==> config.mk <==
export PLATFORM = sky130hd
export DESIGN_NAME = usb_line_state_filter
export DESIGN_NICKNAME = d
export VERILOG_FILES = /design/src/rtl/usb_line_pkg.sv /design/src/rtl/usb_bit_sync.sv /design/src/rtl/usb_line_state_filter.sv
export SDC_FILE = /design/constraint.sdc
export NUM_CORES = 1
export LEC_CHECK = 0
export ABC_CLOCK_PERIOD_IN_PS = 2800
export CAP_MARGIN = 10
export CORE_UTILIZATION = 45
export DETAILED_ROUTE_END_ITERATION = 10
export GPL_TIMING_DRIVEN = 1
export MAX_ROUTING_LAYER = met4
export SYNTH_ARGS = -nofsm -noshare
export SYNTH_HDL_FRONTEND = slang
export SYNTH_SLANG_ARGS = --single-unit
==> constraint.sdc <==
create_clock -name clk -period 2.8 [get_ports clk]
set_clock_uncertainty 0.2 [all_clocks]
set_input_delay 0.56 -clock clk [delete_from_list [all_inputs] [get_ports clk]]
set_output_delay 0.56 -clock clk [all_outputs]
set_load 0.05 [all_outputs]
==> src/rtl/usb_line_pkg.sv <==
// Shared line-state encodings and default 48 MHz timing for the USB line-state filter.
package usb_line_pkg;

    typedef enum logic [1:0] {
        LS_SE0 = 2'b00,
        LS_J   = 2'b01,
        LS_K   = 2'b10,
        LS_SE1 = 2'b11
    } line_state_e;

    localparam int DEF_SYNC_STAGES    = 2;
    localparam int DEF_FILTER_LEN     = 3;
    localparam int DEF_EOP_MIN_CYCLES = 3;
    localparam int DEF_RESET_CYCLES   = 120;     // 2.5 us
    localparam int DEF_SUSPEND_CYCLES = 144000;  // 3 ms
    localparam int DEF_CNT_W          = 18;

    // Low-speed swaps which differential polarity counts as idle (J).
    function automatic line_state_e decode_line(input logic dp, input logic dn, input logic ls_mode);
        case ({dp, dn})
            2'b00:   decode_line = LS_SE0;
            2'b11:   decode_line = LS_SE1;
            2'b10:   decode_line = ls_mode ? LS_K : LS_J;
            default: decode_line = ls_mode ? LS_J : LS_K;
        endcase
    endfunction

endpackage

==> src/rtl/usb_bit_sync.sv <==
// Single-bit multi-flop synchroniser for an asynchronous pad input.
module usb_bit_sync #(
    parameter int STAGES = 2
) (
    input  logic clk,
    input  logic rst,
    input  logic d,
    output logic q
);

    logic [STAGES-1:0] ff;

    // NOTE: non-blocking assignments so every stage samples its predecessor's old value.
    always_ff @(posedge clk) begin
        if (rst) ff <= '0;
        else     ff <= {ff[STAGES-2:0], d};
    end

    assign q = ff[STAGES-1];

endmodule

==> src/rtl/usb_line_state_filter.sv <==
// Synchronised, glitch-filtered USB line-state decoder with EOP, bus-reset and suspend detection.
// Optional SE1 error reporting (se1_err, se1_cnt) is built when USB_LINE_SE1_ERR_EN is defined.
module usb_line_state_filter
    import usb_line_pkg::*;
#(
    parameter int SYNC_STAGES    = DEF_SYNC_STAGES,
    parameter int FILTER_LEN     = DEF_FILTER_LEN,
    parameter int EOP_MIN_CYCLES = DEF_EOP_MIN_CYCLES,
    parameter int RESET_CYCLES   = DEF_RESET_CYCLES,
    parameter int SUSPEND_CYCLES = DEF_SUSPEND_CYCLES,
    parameter int CNT_W          = DEF_CNT_W
) (
    input  logic       clk,
    input  logic       rst,
    input  logic       usb_dp,
    input  logic       usb_dn,
    input  logic       ls_mode,
    output logic [1:0] line_state,
    output logic       state_chg,
    output logic       eop,
    output logic       bus_reset,
    output logic       suspend
`ifdef USB_LINE_SE1_ERR_EN
    ,
    output logic       se1_err,
    output logic [7:0] se1_cnt
`endif
);

    localparam int              FLT_W    = $clog2(FILTER_LEN + 1);
    localparam logic [FLT_W-1:0] FLT_MAX = FLT_W'(FILTER_LEN);
    localparam logic [CNT_W-1:0] EOP_MIN = CNT_W'(EOP_MIN_CYCLES);
    localparam logic [CNT_W-1:0] RST_MIN = CNT_W'(RESET_CYCLES);
    localparam logic [CNT_W-1:0] SUS_MIN = CNT_W'(SUSPEND_CYCLES);

    logic             dp_s, dn_s;
    line_state_e      cand, prev_cand, ls_q, ls_nxt;
    logic [FLT_W-1:0] flt_cnt, flt_nxt;
    logic [CNT_W-1:0] run_cnt, run_nxt;
    logic             chg;
    logic             run_live;

    usb_bit_sync #(.STAGES(SYNC_STAGES)) u_sync_dp (.clk(clk), .rst(rst), .d(usb_dp), .q(dp_s));
    usb_bit_sync #(.STAGES(SYNC_STAGES)) u_sync_dn (.clk(clk), .rst(rst), .d(usb_dn), .q(dn_s));

    // NOTE: every output of this block is defaulted first so no path can infer a latch.
    always_comb begin
        cand    = decode_line(dp_s, dn_s, ls_mode);
        flt_nxt = FLT_W'(1);
        run_nxt = run_cnt;
        if (cand == prev_cand)
            flt_nxt = (flt_cnt >= FLT_MAX) ? FLT_MAX : flt_cnt + 1'b1;
        chg    = (flt_nxt >= FLT_MAX) && (cand != ls_q);
        ls_nxt = chg ? cand : ls_q;
        if (chg)
            run_nxt = CNT_W'(1);
        else if (!(&run_cnt))
            run_nxt = run_cnt + 1'b1;
    end

    // The SE0 held since reset was never observed starting, so it cannot end an EOP.
    always_ff @(posedge clk) begin
        if (rst) begin
            prev_cand <= LS_SE0;
            flt_cnt   <= '0;
            ls_q      <= LS_SE0;
            run_cnt   <= '0;
            run_live  <= 1'b0;
            state_chg <= 1'b0;
            eop       <= 1'b0;
            bus_reset <= 1'b0;
            suspend   <= 1'b0;
        end else begin
            prev_cand <= cand;
            flt_cnt   <= flt_nxt;
            ls_q      <= ls_nxt;
            run_cnt   <= run_nxt;
            run_live  <= run_live | chg;
            state_chg <= chg;
            eop       <= chg && (ls_q == LS_SE0) && (cand == LS_J) && run_live && (run_cnt >= EOP_MIN);
            bus_reset <= (ls_nxt == LS_SE0) && (run_nxt >= RST_MIN);
            suspend   <= (ls_nxt == LS_J) && (run_nxt >= SUS_MIN);
        end
    end

    assign line_state = ls_q;

`ifdef USB_LINE_SE1_ERR_EN
    always_ff @(posedge clk) begin
        if (rst) begin
            se1_err <= 1'b0;
            se1_cnt <= '0;
        end else if (chg && (cand == LS_SE1)) begin
            se1_err <= 1'b1;
            if (se1_cnt != 8'hFF) se1_cnt <= se1_cnt + 1'b1;
        end
    end
`endif

endmodule

==> run_results.csv <==
group,metric,value,unit
timing,max_slew.worst_pin.slew,0.668,ns
detailed_routing,ant_nets,0,
clock_tree,post_cts_buffers,0,
detailed_routing,drcViolationCount,0,
setup_path,worstSetupPathType,"register to register",
place,hpwl,2870,microns
pwr,ir_drop,0.000296,V
die,dieHeight,65.1,microns
die,core_area,3740,sq um
timing,layout_min_cycle_time,2.45,ns
yosys,ys_types,46,
setup_path,cp.required,2.77,ns
clock_tree,cts_htree_levels,2,
global_route,grt_pass1_wl,6850,microns
yosys,synth_cells,221,
place,io_buffers,10,
clock_tree,cts_hold_buffers,0,
min_path,min_to,"u_sync_dn.ff[1]$_SDFF_PP0_",
min_path,holdPathStages,1,
clock_tree,cts_tree,"built",
global_route,track_usage,21.6,%
setup_path,rr_endpoint,"bus_reset$_SDFF_PP0_",
detailed_routing,viasPerCell,6.15,
run,maxCapViolations,0,
global_route,antenna_found_initial,0,
die,die-area,4240,sq um
pwr,power_leakage,0.705,nW
pwr,combPwrFrac,8.5,%
final_layout,layoutNonFillerInstCount,275,
min_path,hold_path.class,"register to register",
timing,fin_crit_sh,87.4,%
setup_path,critPathMaxStageDelay,0.50,ns
yosys,postSynth.asyncResetShare,0,%
outcome,status,"completed",
yosys,synth_flop_cell,"dfxtp_1",
setup_path,cp_slowest_cell,"dfxtp_1",
final_layout,diodes,0,
timing,hold_ws,0.248,ns
detailed_routing,drt-total-wl,3940,microns
clock_tree,clock_tree.buffer_depth,2,
setup_path,crit_top_cell,"a31oi_1",
setup_path,arrival,2.42,ns
clock_tree,cts_sinks,33,
detailed_routing,wl_per_cell,14.3,microns
timing,relSlewSlack,54.9,%
timing,max_freq,409,MHz
setup_path,crit_path_end_kind,"register",
pwr,p_switching,0.248,mW
timing,rsz0062_at_grt,"no",
die,row_count,22,
final_layout,areaGrowthSynthToFinish,13.3,%
final_layout,layout.nets,232,
yosys,avgSynthCellArea,8.11,sq um
pwr,pwr-share-clk,44.0,%
global_route,grt_max_degree,18,
detailed_routing,dr_total_vias,1690,
timing,setup_viol,0,
setup_path,path_cells,"nand4_2 > nor4_2 > a31oi_1 > nor3_1 > and4_1 > a31oi_1",
yosys,synth_nets,227,
final_layout,drive_gt1_share,9.25,%
yosys,seq_area_frac_synth,36.8,%
detailed_routing,drt-pass1-iter-count,4,
timing,maxSlewViolCount,0,
timing,tns,0,ns
setup_path,crit_buf_inv,0,
yosys,synth-edff-count,0,
yosys,syn-cell-area,1790,sq um
die,start_util,47.9,%
detailed_routing,drtIter0Drc,144,
setup_path,cp-start-kind,"register",
pwr,p_seq_share,47.4,%
setup_path,critPathMaxFanout,10,
place,place_inst,267,
timing,finalHoldViolCount,0,
global_route,grt_pass1_vias,1512,
setup_path,r2r_start,"run_cnt[3]$_SDFF_PP0_",
clock_tree,path_clk_slew,0.07,ns
clock_tree,clkLatencyLatePin,0.29,ns
clock_tree,cts-root-buf,"clkbuf_8",
yosys,ys_ff_latch,33,
setup_path,path_delay_family,"simple AND/OR/NAND/NOR gates",
pwr,p_per_area,521,nW/um^2
yosys,ys_warn_count,0,
die,pin_count,11,
clock_tree,numCtsBuffers,5,
setup_path,reg2regPathDepth,6,
place,gp_congestion,0.931,
pwr,p_int,0.812,mW
die,dieWidth,65.1,microns
pwr,p_sw_share,23.4,%
clock_tree,post_cts_resized,0,
final_layout,fin_util,54.3,%
setup_path,r2r_slack,0.35,ns
min_path,hp-start,"u_sync_dn.ff[0]$_SDFF_PP0_",
global_route,grt_remaining_overflow,0,
[power groups by stage]
stage               Sequential (mW)  Combinational, mW  Clock, mW
finish                        0.503             0.0906      0.466
global route                  0.505              0.101      0.494
CTS                           0.502             0.0900      0.476
detailed placement            0.513             0.0895          0
global placement              0.512             0.0876          0
floorplan                     0.513             0.0627          0
[layout make-up]
cell class,instances,area (sq um)
fill,365,1710
multi-input combinational,166,1030
sequential,33,661
timing repair buffer,16,145
clock buffer,6,82.6
tap,48,60.1
clock inverter,2,37.5
inverter,4,15.0
[synthesized netlist by cell type, types with 2 or more instances]
cell	instances	area, sq um
nand4_1	7	43.8
and3_1	4	25.0
nor2b_1	6	37.5
and2_1	4	25.0
nor4_1	7	43.8
and4_1	4	35.0
o21ai_0	8	40.0
nor2_1	35	131
mux2i_1	5	50.1
nand3_1	8	40.0
xor2_1	2	17.5
inv_1	4	15.0
a311oi_1	3	26.3
dfxtp_1	33	661
a21oi_1	14	70.1
xnor2_1	2	17.5
nor4bb_1	4	40.0
a21o_1	2	15.0
a41o_1	2	20.0
o211ai_1	2	15.0
a31oi_1	4	25.0
buf_2	12	60.1
nor3_1	7	35.0
nor3b_1	2	15.0
a211oi_1	4	30.0
clkbuf_1	5	18.8
nand2_1	12	45.0
[how the worst max path moves through the flow]
| stage | cells past startpoint | slack, ns | end | start |
|---|---|---|---|---|
| 2_1_floorplan | 8 | 0.36 | bus_reset$_SDFF_PP0_ | line_state[1]$_SDFF_PP0_ |
| 3_3_place_gp | 8 | 0.17 | suspend$_SDFF_PP0_ | ls_mode |
| 3_5_place_dp | 8 | 0.09 | bus_reset$_SDFF_PP0_ | ls_mode |
| 4_1_cts | 6 | 0.38 | suspend$_SDFF_PP0_ | run_cnt[9]$_SDFF_PP0_ |
| 5_1_grt | 7 | 0.19 | bus_reset$_SDFF_PP0_ | run_cnt[0]$_SDFF_PP0_ |
| 6_report | 6 | 0.35 | bus_reset$_SDFF_PP0_ | run_cnt[3]$_SDFF_PP0_ |
[state kept, by name (all words and copies together), names as in the netlist]
signal,flops
flt_cnt,2
prev_cand,2
line_state,2
bus_reset,1
u_sync_dn.ff,2
suspend,1
run_cnt,18
eop,1
u_sync_dp.ff,2
state_chg,1
run_live,1
[routing by layer]
metal  vias up  track usage [%]  share of wire (%)
li1        822                -                  -
met1       793             29.5                 49
met2        66             29.7                 42
met3         9             5.56                6.8
met4         0             10.1                2.4
met5         -                -                  0
[through the flow]
| stage | worst slack, ns | power [mW] | instance area, sq um |
|---|---|---|---|
| 2_1_floorplan | 0.363 | 0.575 | 1790 |
| 3_3_place_gp | 0.169 | 0.600 | 1910 |
| 3_5_place_dp | 0.0925 | 0.602 | 1910 |
| 4_1_cts | 0.377 | 1.07 | 2030 |
| 5_1_grt | 0.190 | 1.10 | 2030 |
| 6_report | 0.353 | 1.06 | 2030 |
[layout by cell type (no fill, tap or decap), types with 2 or more instances in the layout]
cell type / count
nor2_1: 35
dfxtp_1: 33
a21oi_1: 14
nand2_1: 12
clkdlybuf4s50_1: 10
o21ai_0: 8
nand3_1: 8
nor3_1: 7
nand4_1: 7
nor4_1: 7
nor2b_1: 6
clkbuf_8: 6
buf_4: 6
mux2i_1: 5
inv_1: 4
nor4bb_1: 4
and2_1: 4
a211oi_1: 4
a31oi_1: 4
and4_1: 4
and3_1: 4
a311oi_1: 3
o211ai_1: 2
a21o_1: 2
a41o_1: 2
xnor2_1: 2
nor3b_1: 2
xor2_1: 2
[kinds of logic after synthesis]
family / count (synthesis) / synth area share, %
AOI/OAI and AO/OA: 49 / 18.5
xor gates and xnor gates: 4 / 1.95
adders and majority gates: 1 / 0.698
buffers and inverters: 22 / 5.65
DFF: 33 / 36.8
muxes: 5 / 2.79
and+or+nand+nor: 107 / 33.6
Note: power is estimated with default switching activity, not from simulation.
